==> config.mk <==
export PLATFORM = sky130hd
export DESIGN_NAME = clk_div_gen_flat
export DESIGN_NICKNAME = d
export VERILOG_FILES = /design/src/rtl/clk_div_gen_if.sv /design/src/rtl/clk_div_gen.sv /design/src/flat_wrapper.sv
export SDC_FILE = /design/constraint.sdc
export NUM_CORES = 1
export LEC_CHECK = 0
export BUFFER_PORTS_ARGS = -buffer_cell sky130_fd_sc_hd__buf_2
export CORE_ASPECT_RATIO = 0.8
export CORE_MARGIN = 1
export CORE_UTILIZATION = 50
export CTS_CLUSTER_SIZE = 24
export DETAILED_ROUTE_END_ITERATION = 6
export GPL_TIMING_DRIVEN = 0
export PLACE_DENSITY = 0.68
export SLEW_MARGIN = 25
export SYNTH_ARGS = -nofsm -noshare
export SYNTH_HDL_FRONTEND = slang
export SYNTH_SLANG_ARGS = --single-unit
==> constraint.sdc <==
create_clock -name CLK -period 4.7 [get_ports CLK]
set_clock_uncertainty 0.15 [all_clocks]
set_input_delay 0.47 -clock CLK [delete_from_list [all_inputs] [get_ports CLK]]
set_output_delay 0.47 -clock CLK [all_outputs]
set_load 0.005 [all_outputs]
==> src/rtl/clk_div_gen_if.sv <==
// rtl/clk_div_gen_if.sv - ratio request handshake and divided-clock outputs of clk_div_gen
interface clk_div_gen_if #(
    parameter int DIV_WIDTH = 8
);
    logic                 CLK_EN;
    logic [DIV_WIDTH-1:0] DIV_RATIO;
    logic                 RATIO_VLD;
    logic                 RATIO_ACK;
    logic                 DIV_CLK;
    logic                 DIV_TICK;

    modport master (
        output CLK_EN, DIV_RATIO, RATIO_VLD,
        input  RATIO_ACK, DIV_CLK, DIV_TICK
    );

    modport slave (
        input  CLK_EN, DIV_RATIO, RATIO_VLD,
        output RATIO_ACK, DIV_CLK, DIV_TICK
    );
endinterface

==> src/rtl/clk_div_gen.sv <==
// rtl/clk_div_gen.sv - integer clock divider with boundary-aligned ratio update and bypass
module clk_div_gen #(
    parameter int DIV_WIDTH   = 8,
    parameter int RESET_RATIO = 2
) (
    input  logic          CLK,
    input  logic          RST,
    clk_div_gen_if.slave  bus
);
    localparam logic [DIV_WIDTH-1:0] RESET_RATIO_W = DIV_WIDTH'(RESET_RATIO);

    logic [DIV_WIDTH-1:0] act_ratio;
    logic [DIV_WIDTH-1:0] pend_ratio;
    logic [DIV_WIDTH-1:0] cnt;
    logic                 pend_v;
    logic                 byp_q;
    logic                 div_q;
    logic                 run_q;
    logic                 ratio_ack;
    logic                 div_tick;

    logic                 bypass_now;
    logic                 at_wrap;
    logic                 apply;
    logic [DIV_WIDTH-1:0] act_n;
    logic [DIV_WIDTH-1:0] cnt_n;
    logic [DIV_WIDTH:0]   half_n;

    // run_q marks that the current cycle belongs to a divide period, so the
    // first divide cycle after reset or bypass always starts a fresh period.
    always_comb begin
        bypass_now = !bus.CLK_EN || (act_ratio < DIV_WIDTH'(2));
        at_wrap    = run_q && (cnt == (act_ratio - DIV_WIDTH'(1)));
        apply      = pend_v && (bypass_now || at_wrap);
        act_n      = apply ? pend_ratio : act_ratio;
        cnt_n      = (!run_q || at_wrap) ? '0 : cnt + DIV_WIDTH'(1);
        half_n     = ({1'b0, act_n} + 1'b1) >> 1;
    end

    always_ff @(posedge CLK) begin
        if (!RST) begin
            act_ratio  <= RESET_RATIO_W;
            pend_ratio <= '0;
            cnt        <= '0;
            pend_v     <= 1'b0;
            byp_q      <= 1'b0;
            div_q      <= 1'b0;
            run_q      <= 1'b0;
            ratio_ack  <= 1'b0;
            div_tick   <= 1'b0;
        end else begin
            byp_q     <= bypass_now;
            ratio_ack <= bus.RATIO_VLD;

            // A capture in the apply cycle keeps pend_v set: the old value is
            // applied now, the new one waits for the next boundary.
            if (bus.RATIO_VLD) begin
                pend_ratio <= bus.DIV_RATIO;
                pend_v     <= 1'b1;
            end else if (apply) begin
                pend_v <= 1'b0;
            end
            if (apply) begin
                act_ratio <= pend_ratio;
            end

            if (bypass_now) begin
                cnt      <= '0;
                div_q    <= 1'b0;
                run_q    <= 1'b0;
                div_tick <= bus.CLK_EN;
            end else if (act_n < DIV_WIDTH'(2)) begin
                // Boundary into ratio 0/1: hold low one cycle before bypass engages.
                cnt      <= '0;
                div_q    <= 1'b0;
                run_q    <= 1'b0;
                div_tick <= 1'b0;
            end else begin
                cnt      <= cnt_n;
                div_q    <= ({1'b0, cnt_n} < half_n);
                run_q    <= 1'b1;
                div_tick <= (cnt_n == '0);
            end
        end
    end

    assign bus.DIV_CLK   = byp_q ? CLK : div_q;
    assign bus.DIV_TICK  = div_tick;
    assign bus.RATIO_ACK = ratio_ack;
endmodule

==> src/flat_wrapper.sv <==
// flat-port wrapper written by rule: the top's interface ports become plain ports
module clk_div_gen_flat 
#(
    parameter int DIV_WIDTH   = 8,
    parameter int RESET_RATIO = 2
)
  (CLK, RST, bus_CLK_EN, bus_DIV_RATIO, bus_RATIO_VLD, bus_RATIO_ACK, bus_DIV_CLK, bus_DIV_TICK);
  clk_div_gen_if #(.DIV_WIDTH(DIV_WIDTH)) bus_i ();
  input  logic CLK;
  input  logic RST;
  input wire logic [$bits(bus_i.CLK_EN)-1:0] bus_CLK_EN;
  input wire logic [$bits(bus_i.DIV_RATIO)-1:0] bus_DIV_RATIO;
  input wire logic [$bits(bus_i.RATIO_VLD)-1:0] bus_RATIO_VLD;
  output wire logic [$bits(bus_i.RATIO_ACK)-1:0] bus_RATIO_ACK;
  output wire logic [$bits(bus_i.DIV_CLK)-1:0] bus_DIV_CLK;
  output wire logic [$bits(bus_i.DIV_TICK)-1:0] bus_DIV_TICK;
  assign bus_i.CLK_EN = bus_CLK_EN;
  assign bus_i.DIV_RATIO = bus_DIV_RATIO;
  assign bus_i.RATIO_VLD = bus_RATIO_VLD;
  assign bus_RATIO_ACK = bus_i.RATIO_ACK;
  assign bus_DIV_CLK = bus_i.DIV_CLK;
  assign bus_DIV_TICK = bus_i.DIV_TICK;
  clk_div_gen #(.DIV_WIDTH(DIV_WIDTH), .RESET_RATIO(RESET_RATIO)) u_core (.CLK(CLK), .RST(RST), .bus(bus_i));
endmodule
# [Word level (Yosys, flattened, before mapping)]
# Index checks and enable logic that the tools add are counted.
[classes] magnitude_cmp=3 mux=8 mul=0 shifts=0 add_sub_neg=3 reduce_logical=11 n_eq_ne=1 div_mod_pow=0 bitwise=1
[op_table] cell="8-bit by 2-bit less-than comparator with 1-bit output, second input constant" count=2
[op_table] cell="8-bit two-way mux" count=2
[op_table] cell="8-bit by 1-bit adder with 9-bit output, second input constant" count=1
[op_table] cell="8-bit by 1-bit adder with 8-bit output, second input constant" count=1
[op_table] cell="8-bit equality test" count=1
[op_table] cell="8-bit zero test" count=1
[op_table] cell="8-bit less-than comparator" count=1
[op_table] cell="8-bit by 1-bit subtractor with 8-bit output, second input constant" count=1
[op_table] cell="1-bit two-way mux" count=6
[op_table] cell="1-bit logical OR" count=3
[op_table] cell="3-bit OR reduction" count=1
[op_table] cell="1-bit logical AND" count=2
[op_table] cell="1-bit zero test" count=2
[op_table] cell="2-bit nonzero test" count=1
[op_table] cell="2-bit OR reduction" count=1
[op_table] cell="1-bit NOT" count=1
[totals] input_bits=12 word_cells=36 ff_bits=30 mem_bits_rw=0 mem_count=0 out_inout_bits=3 latch_bits=0 romBits=0

# [Longest topological paths before layout]
# Gate-level depths: netlist (run 1).
[depth] word_depth=9 mapped_depth=21 mapped_depth_nobuf=20

==> flow_summary.toml, run 1 <==
[synthesis]
synthDistinctLibCells = 57
synth_cells = 241
ys_warn_count = 0
yosysSeqAreaShare_pct = 27.9
ys_seq_elements = 30
synthFlopType = "dfxtp_1"
syn-mean-instance-area_um2 = 8.94
async_reset_ff_share_pct = 0
synth_area_mm2 = 0.00215
synth-edff-count = 0
syn_nets = 263

[placed_design]
place_hpwl_um = 3550
place_inst = 308
globalplace.congestion = 0.824
dpl_cell_area_mm2 = 0.00228
place_ws_ns = 0.307
port_buffers = 12

[layout]
n_fill_cell = 378
antennaDiodeCount = 0
seq_area_um2 = 602
post-route-util_pct = 62.2
finalInstanceArea_mm2 = 0.00246
instances_no_fill = 323
drive_above_1_share_pct = 22.8
area_growth_pct = 14.2
multi_input_area_mm2 = 0.00144
fin_nets = 289

[die]
fp.dieArea_mm2 = 0.00458
pin_count = 15
die_w_um = 75.4
initial_core_util_pct = 54.5
core_region_area_mm2 = 0.00395
rows = 20
chipHeight_um = 60.7

[critical_path]
worstPathArrival_ns = 4.60
critPathMaxFanout = 10
crit_start = "u_core.act_ratio[1]$_SDFF_PN1_"
worst-setup-path-type = "reg -> reg"
crit_end = "u_core.div_q$_SDFF_PP0_"
end_kind = "flip-flop"
r2r-start = "u_core.act_ratio[1]$_SDFF_PN1_"
crit_required_ns = 4.87
r2r_slack_ns = 0.27
worstRegToRegCells = 22
r2r-end = "u_core.div_q$_SDFF_PP0_"
crit_path_start_kind = "flip-flop"

[status]
status = "finished, final reports clean"

[global_routing]
grt_antenna_before_repair = 0
grt_pass1_vias = 1580
use_met1_pct = 35.7
grt.total_usage_pct = 24.8
grt_pass1_wl_um = 7870
met3_usage_pct = 10.3
grt_max_degree = 11
met2_usage_pct = 31.5
grt_overflow_total = 0
busiest_layer = "met1"

[timing]
setup_slack_ns = 0.267
worst_slew_pin_slew_ns = 0.598
whs_ns = 0.184
hold_violations = 0
relSlewSlack_pct = 60.2
drv_slew = 0
setup_viol = 0
period_share_pct = 94.3
setup_tns_ns = 0
post-route-min-period_ns = 4.43
timing.fmax_mhz = 226

[min_path]
hp-class = "in -> reg"

[routing]
remaining_drc_errors = 0
drt_iter0_markers = 80
vias_per_cell = 5.50
antenna_left = 0
vias = 1775
routedWlPerCell_um = 15.1
drt-total-wl_um = 4880
first_pass_iters = 4

[clock_network]
tritoncts = "built"
clock_latency_ns = 0.40
cts_hold_buf = 0
clk_pin_slew_ns = 0.07

[power]
power_mw = 0.671
p_leak_nw = 1.01
powerDensity_mw_per_mm2 = 273
ir_drop_mv = 0.198

[flow_run]
max-cap-violations = 0
## worst max-delay path, stage by stage, from the launching register on
cell	delay (ns)
dfxtp_1	0.43
inv_1	0.15
ha_1	0.25
nor3b_2	0.17
xnor2_1	0.12
nand3_1	0.12
nor3_4	0.06
buf_4	0.17
a31oi_4	0.26
nor2_4	0.08
buf_8	0.15
o22ai_1	0.20
ha_2	0.29
nand3_1	0.14
nor2_1	0.21
nand3_1	0.11
a21oi_1	0.14
a41oi_1	0.06
ha_1	0.33
and3_1	0.20
a221oi_2	0.24
o211ai_1	0.14
nor3_2	0.19
## where the power goes
| part | switching (mW) | leakage (nW) | internal, mW |
|---|---|---|---|
| registers | 0.0121 | 0.246 | 0.265 |
| logic | 0.0576 | 0.683 | 0.0476 |
| clock network | 0.112 | 0.0793 | 0.177 |
| total | 0.182 | 1.01 | 0.489 |
## sequential cells by signal, summed over array words and instances, names as in the netlist
signal / cells
u_core.pend_ratio: 8
u_core.bus.RATIO_ACK: 1
u_core.div_q: 1
u_core.byp_q: 1
u_core.pend_v: 1
u_core.bus.DIV_TICK: 1
u_core.run_q: 1
u_core.cnt: 8
u_core.act_ratio: 8
## logic make-up (layout without fill, tap and decap cells)
family,count (synthesis),after routing,share of synthesized area [%]
flip-flops,30,30,27.9
XOR/XNOR,27,27,11.8
AO/OA/AOI/OAI,28,28,10.5
AND/OR/NAND/NOR,107,107,28.9
buffers and inverters,20,47,5.92
multiplexers,19,19,9.12
adder cells (fa/ha/maj),10,10,5.81
## metal layers
layer  vias to the layer above  wire length (um)  part of all wire, %
met2                        35              2050                   42
li1                        902                 -                    -
met1                       830              2500                   51
met4                         0                74                  1.5
met5                         -                 0                    0
met3                         8               252                  5.2
## area by class of cell
type                    instances  area share [%]
plain buffers                  14            4.27
clock buffers                  11            5.39
clock inverters                 1           0.203
inverters                       6           0.915
multi-input cells             191            58.5
flip-flops and latches         30            24.5
well taps                      55            2.80
repair buffers                 15            3.46
## timing repair
| item | CTS | global route |
|---|---|---|
| setup buffers | 0 | 4 |
| endpoints found under the setup margin | 0 | 1 |
| resized for setup | 0 | 4 |
## cells in the mapped netlist, types with 2 or more instances
cell | instances | area share (%)
nor2_4 | 2 | 1.0
nor4_1 | 2 | 0.58
inv_1 | 6 | 1.0
nand4_1 | 3 | 0.87
nor2_2 | 6 | 1.7
buf_2 | 4 | 0.93
nand2_1 | 25 | 4.4
o31ai_1 | 2 | 0.70
nand3_1 | 18 | 4.2
ha_1 | 10 | 5.8
buf_6 | 3 | 1.6
and4_1 | 2 | 0.81
nor3b_1 | 3 | 1.0
mux2i_1 | 17 | 7.9
a21o_1 | 2 | 0.70
nand3b_1 | 4 | 1.4
and2_1 | 3 | 0.87
nor3_1 | 3 | 0.70
o211ai_1 | 2 | 0.70
dfxtp_1 | 30 | 28
clkbuf_1 | 4 | 0.70
nor2b_1 | 9 | 2.6
xor2_1 | 12 | 4.9
nor2_1 | 12 | 2.1
a31oi_1 | 2 | 0.58
xnor2_1 | 14 | 5.7
nor3_4 | 2 | 1.5
a21oi_1 | 7 | 1.6
and3_1 | 4 | 1.2
## cell usage in the layout (no fill, tap or decap), types with 4 or more instances in the layout
master    instances
a21oi_1           7
nand3b_1          4
and3_1            4
nor2_1           12
ha_1              9
nand2_1          25
dfxtp_1          29
xor2_1           12
nor2_2            6
xnor2_1          14
buf_4             5
mux2i_1          17
buf_2            16
nor2b_1           9
clkbuf_8         10
clkbuf_1          5
inv_1             6
nand3_1          18
## how the worst min path moves through the flow
stage | start | endpoint | slack [ns] | depth (start not counted)
floorplan | u_core.pend_ratio[7]$_SDFFE_PN0P_ | u_core.act_ratio[7]$_SDFF_PN0_ | 0.33 | 2
global placement | u_core.pend_ratio[0]$_SDFFE_PN0P_ | u_core.act_ratio[0]$_SDFF_PN0_ | 0.37 | 2
detailed placement | u_core.pend_ratio[0]$_SDFFE_PN0P_ | u_core.act_ratio[0]$_SDFF_PN0_ | 0.38 | 2
CTS | bus_DIV_RATIO[3] | u_core.pend_ratio[3]$_SDFFE_PN0P_ | 0.18 | 3
global route | bus_DIV_RATIO[5] | u_core.pend_ratio[5]$_SDFFE_PN0P_ | 0.18 | 3
finish | bus_DIV_RATIO[5] | u_core.pend_ratio[5]$_SDFFE_PN0P_ | 0.18 | 3
Power figures use the tool's default switching activity.
==> run 2: changes to the inputs <==
--- a/config.mk
+++ b/config.mk
@@ -11,3 +11,3 @@
 export CORE_UTILIZATION = 50
-export CTS_CLUSTER_SIZE = 24
+export CTS_CLUSTER_SIZE = 16
 export DETAILED_ROUTE_END_ITERATION = 6
==> constraint.sdc (replaced) <==
create_clock -name CLK -period 4.7 [get_ports CLK]
set_clock_uncertainty 0.15 [all_clocks]
set_input_delay 0.235 -clock CLK [delete_from_list [all_inputs] [get_ports CLK]]
set_output_delay 0.235 -clock CLK [all_outputs]
set_load 0.005 [all_outputs]
==> run 2 against run 1 <==
Compared with the run above:
- first-iteration DRC count fell by 2.5%
- sequential power about the same
- count of clock-buffer cells in the layout unchanged
- maximum frequency is essentially flat
- critical path type unchanged
- largest cell class unchanged
- largest power group unchanged
- highest routed layer unchanged
==> flow_summary.toml, run 2 (same netlist as run 1, synthesis figures left out) <==
[placed_design]
dpl_cell_area_mm2 = 0.00228
place_ws_ns = 0.307
place_hpwl_um = 3550
globalplace.congestion = 0.824
port_buffers = 12

[min_path]
worstHoldEndpoint = "u_core.act_ratio[3]$_SDFF_PN0_"
hold_depth = 3
hp-start = "RST"
hp-class = "in -> reg"

[global_routing]
grt_antenna_before_repair = 0
grt.total_usage_pct = 25.5
grt_max_degree = 11
grt_pass1_vias = 1633
grt_overflow_total = 0
grt_pass1_wl_um = 8110

[die]
chipHeight_um = 60.7
rows = 20
fp.dieArea_mm2 = 0.00458
die_w_um = 75.4
initial_core_util_pct = 54.5
pin_count = 15
core_region_area_mm2 = 0.00395

[power]
ir_drop_mv = 0.202
p_leak_nw = 1.05
powerDensity_mw_per_mm2 = 266

[critical_path]
critPathSlowestCell = "dfxtp_1"
crit_top_cell = "nand3_1"
worstRegToRegCells = 22
r2r-end = "u_core.div_q$_SDFF_PP0_"
crit_required_ns = 4.83
end_kind = "flip-flop"
r2r_slack_ns = 0.27
critical_path.cell_chain = "inv_1 > ha_1 > nor3b_2 > xnor2_1 > nand3_1 > nor3_4 > buf_4 > a31oi_4 > nor2_4 > buf_8 > o22ai_1 > ha_2 > nand3_1 > nor2_1 > nand3_1 > a21oi_1 > a41oi_1 > ha_1 > and3_1 > nand3_1 > nor3_1 > nor3_2"
crit_path_start_kind = "flip-flop"
slowest_delay_ns = 0.43
r2r-start = "u_core.act_ratio[1]$_SDFF_PN1_"
critPathMaxFanout = 10
worstPathArrival_ns = 4.56
worst-setup-path-type = "reg -> reg"

[layout]
final_cell_mix = "dfxtp_1, nand2_1, nand3_1"
post-route-util_pct = 64.5
drive_above_1_share_pct = 22.0
layout_commonest_cell = "dfxtp_1"
fin_nets = 298
area_growth_pct = 18.4
largestRegisters = "u_core.act_ratio (8), u_core.cnt (8), u_core.pend_ratio (8)"
antennaDiodeCount = 0
finalInstanceArea_mm2 = 0.00255

[timing]
post-route-min-period_ns = 4.43
setup_slack_ns = 0.265
whs_ns = 0.0441
setup_tns_ns = 0
timing.fmax_mhz = 225
setup_viol = 0
hold_violations = 0
period_share_pct = 94.4
drv_slew = 0
worst_slew_pin_slew_ns = 0.618
relSlewSlack_pct = 58.8

[routing]
drt_iter0_markers = 78
antenna_left = 0
vias = 1797
routedWlPerCell_um = 15.2
vias_per_cell = 5.41
first_pass_iters = 4
drt-total-wl_um = 5060
remaining_drc_errors = 0

[clock_network]
clock_latency_ns = 0.40
clk_pin_slew_ns = 0.07
tritoncts = "built"

[status]
status = "finished, final reports clean"

[flow_run]
max-cap-violations = 0
[run 2: routing by layer]
| metal | wire length [um] | global-route usage, % | part of all wire (%) |
|---|---|---|---|
| met1 | 2620 | 36.4 | 52 |
| met2 | 2120 | 32.9 | 42 |
| met3 | 243 | 10.3 | 4.8 |
| met4 | 78 | 11.6 | 1.5 |
| met5 | 0 | 0 | 0 |
[run 2: power by group]
| part | switching (mW) | internal (mW) |
|---|---|---|
| clock | 0.114 | 0.177 |
| sequential | 0.0122 | 0.265 |
| combinational | 0.0596 | 0.0525 |
[run 2: what timing repair did]
| item | 4_1_cts | 5_1_grt |
|---|---|---|
| gates resized for setup | 0 | 4 |
| hold buffers | 9 | 0 |
| setup buffers | 0 | 4 |
| endpoints found under the hold margin | 9 | 0 |
| endpoints found under the setup margin | 0 | 1 |
[run 2: how the worst max path moves through the flow]
stage                                          to  cells after the start                      startpoint
after floorplan           u_core.div_q$_SDFF_PP0_                     20  u_core.act_ratio[0]$_SDFF_PN0_
after global placement    u_core.div_q$_SDFF_PP0_                     20  u_core.act_ratio[0]$_SDFF_PN0_
after detailed placement  u_core.div_q$_SDFF_PP0_                     20  u_core.act_ratio[0]$_SDFF_PN0_
after CTS                 u_core.div_q$_SDFF_PP0_                     20  u_core.act_ratio[0]$_SDFF_PN0_
after global routing      u_core.div_q$_SDFF_PP0_                     22  u_core.act_ratio[1]$_SDFF_PN1_
final                     u_core.div_q$_SDFF_PP0_                     22  u_core.act_ratio[1]$_SDFF_PN1_
[run 2: worst max-delay path: cells and delay by family (launching register included)]
family                   cells  cell delay [ns]
AO/OA/AOI/OAI                4             0.61
flip-flops                   1             0.43
adder cells (fa/ha/maj)      3             0.86
buffers and inverters        3             0.48
AND/OR/NAND/NOR             11             1.67
XOR/XNOR                     1             0.12
[run 2: cell type report]
class,count,area (um^2)
Sequential cell,30,602
Multi-Input combinational cell,191,1440
Clock inverter,1,5.00
Inverter,6,22.5
Buffer,14,105
Fill cell,367,1400
Clock buffer,11,133
Timing Repair Buffer,24,175
Tap cell,55,68.8
[run 2: per-stage QoR]
stage | instances | total power [mW]
finish | 332 | 0.679
global route | 332 | 0.710
CTS | 328 | 0.679
detailed placement | 308 | 0.390
global placement | 308 | 0.388
floorplan | 241 | 0.363
==> run 3: changes to the inputs <==
CORE_ASPECT_RATIO = 1.75   (was 0.8)
==> run 3 against run 2 <==
Compared with the run above:
- register-to-register slack gained 0.11 ns
- combinational power is essentially flat
- maximum frequency grew 2.6%
- critical endpoint unchanged
- power grew 0.32%
- final area is essentially flat
- clock power grew 2%
- highest routed layer unchanged
- via count is the same
- count of clock-buffer cells in the layout shrank 1
- flip-flop and latch count is the same
- worst hold slack lost 0.012 ns
- first-iteration DRC count shrank 68%
==> flow_summary.toml, run 3 (same netlist as run 1, synthesis figures left out) <==
[routing]
vias = 1797
vias_per_cell = 5.51
antenna_left = 0
routedWlPerCell_um = 15.2
first_pass_iters = 4
remaining_drc_errors = 0
drt-total-wl_um = 4950
drt_iter0_markers = 25

[global_routing]
grt_antenna_before_repair = 0
grt_overflow_total = 0
grt_pass1_wl_um = 8000
grt_pass1_vias = 1716
grt.total_usage_pct = 25.0
grt_max_degree = 11

[layout]
area_growth_pct = 18.4
fin_nets = 298
layout_commonest_cell = "dfxtp_1"
finalInstanceArea_mm2 = 0.00255
drive_above_1_share_pct = 22.7
n_fill_cell = 353
antennaDiodeCount = 0
final_cell_mix = "dfxtp_1, nand2_1, nand3_1"
largestRegisters = "u_core.act_ratio (8), u_core.cnt (8), u_core.pend_ratio (8)"

[critical_path]
worst-setup-path-type = "reg -> reg"
end_kind = "flip-flop"
worstRegToRegCells = 22
worstPathArrival_ns = 4.49
critical_path.cell_chain = "inv_1 > ha_1 > xor2_1 > nand3_1 > o31a_1 > nor3_4 > buf_4 > a31oi_4 > nor2_4 > buf_8 > o22ai_1 > ha_2 > nand3_1 > nor2_2 > nand3_1 > a21oi_1 > a41oi_1 > ha_1 > and3_1 > a221oi_2 > o211ai_1 > nor3_2"
slowest_delay_ns = 0.43
critPathMaxFanout = 10
crit_end = "u_core.div_q$_SDFF_PP0_"
r2r-start = "u_core.act_ratio[1]$_SDFF_PN1_"
crit_start = "u_core.act_ratio[1]$_SDFF_PN1_"
crit_required_ns = 4.87
crit_path_start_kind = "flip-flop"
crit_top_cell = "nand3_1"
r2r-end = "u_core.div_q$_SDFF_PP0_"
r2r_slack_ns = 0.38
critPathSlowestCell = "dfxtp_1"

[die]
pin_count = 15
rows = 31
initial_core_util_pct = 51.9
chipHeight_um = 88.8
core_region_area_mm2 = 0.00415
die_w_um = 51.6
fp.dieArea_mm2 = 0.00459

[timing]
hold_violations = 0
worst_slew_pin_slew_ns = 0.584
relSlewSlack_pct = 61.1
setup_viol = 0
whs_ns = 0.0326
timing.fmax_mhz = 231
setup_tns_ns = 0
period_share_pct = 92.0
post-route-min-period_ns = 4.32
rsz0062_at_grt = "no"
drv_slew = 0
setup_slack_ns = 0.377

[placed_design]
dpl_cell_area_mm2 = 0.00228
globalplace.congestion = 0.833
place_hpwl_um = 3690
port_buffers = 12
place_ws_ns = 0.228

[power]
clkPwrFrac_pct = 43.3
p_seq_share_pct = 40.5
pwr-share-comb_pct = 16.2
powerDensity_mw_per_mm2 = 267
switchingPower_mw = 0.188
swShare_pct = 27.6
p_leak_nw = 1.04
power_mw = 0.682
p_int_mw = 0.493
ir_drop_mv = 0.204

[clock_network]
clk_pin_slew_ns = 0.07
tritoncts = "built"
clock_latency_ns = 0.40

[min_path]
hp-class = "in -> reg"

[flow_run]
max-cap-violations = 0

[status]
status = "finished, final reports clean"
run 3: cell types whose count changed in the layout (fill, tap and decap cells not counted), sizes merged:
cell / previous run / this run
clkbuf: 15 / 14
clkinvlp: 0 / 1
run 3: worst min path at each step:
stage / start / slack, ns / end / cells past startpoint
after CTS: RST / 0.03 / u_core.act_ratio[4]$_SDFF_PN0_ / 3
after global routing: RST / 0.04 / u_core.act_ratio[4]$_SDFF_PN0_ / 3
after floorplan: CLK / 0.21 / bus_DIV_CLK / 1
after detailed placement: CLK / 0.29 / bus_DIV_CLK / 2
final: RST / 0.03 / u_core.act_ratio[4]$_SDFF_PN0_ / 3
after global placement: CLK / 0.29 / bus_DIV_CLK / 2
run 3: critical path, delay by kind of cell (launching register included):
| kind | cells | cell delay (ns) |
|---|---|---|
| buf+inv | 3 | 0.47 |
| compound gates | 7 | 1.19 |
| fa+ha+maj | 3 | 0.81 |
| xor+xnor | 1 | 0.16 |
| flops | 1 | 0.43 |
| simple gates | 8 | 1.02 |
run 3: per-stage QoR:
step / instances / util (%)
final: 326 / 61.4
after global routing: 326 / 61.4
after CTS: 322 / 60.3
after detailed placement: 302 / 54.8
after global placement: 302 / 54.8
after floorplan: 241 / -
run 3: final cells by class:
| cell class | count | area (um^2) | share of cell area [%] |
|---|---|---|---|
| Inverter | 6 | 22.5 | 0.883 |
| Timing Repair Buffer | 24 | 175 | 6.87 |
| Clock buffer | 10 | 129 | 5.05 |
| Multi-Input combinational cell | 191 | 1440 | 56.6 |
| Tap cell | 49 | 61.3 | 2.40 |
| Clock inverter | 2 | 12.5 | 0.491 |
| Sequential cell | 30 | 602 | 23.6 |
| Buffer | 14 | 105 | 4.12 |
run 3: power groups by stage:
stage / Combinational (mW) / Clock, mW / Sequential, mW
after floorplan: 0.0798 / 0.00401 / 0.279
after global placement: 0.101 / 0.00660 / 0.281
after detailed placement: 0.101 / 0.00660 / 0.282
after CTS: 0.108 / 0.301 / 0.276
after global routing: 0.120 / 0.314 / 0.278
final: 0.110 / 0.295 / 0.276
run 3: timing repair:
action,4_1_cts,5_1_grt
endpoints found under the setup margin,0,1
resized for setup,0,5
buffers inserted,0,4
hold endpoints to repair,9,0
hold buffers,9,0
run 3: metal layers:
layer,share of wire [%],up-vias,global-route usage (%)
met3,2.5,13,7.04
met4,3.2,0,17.2
met1,38,844,24.3
met2,56,30,44.2
li1,-,910,-
met5,0,-,0
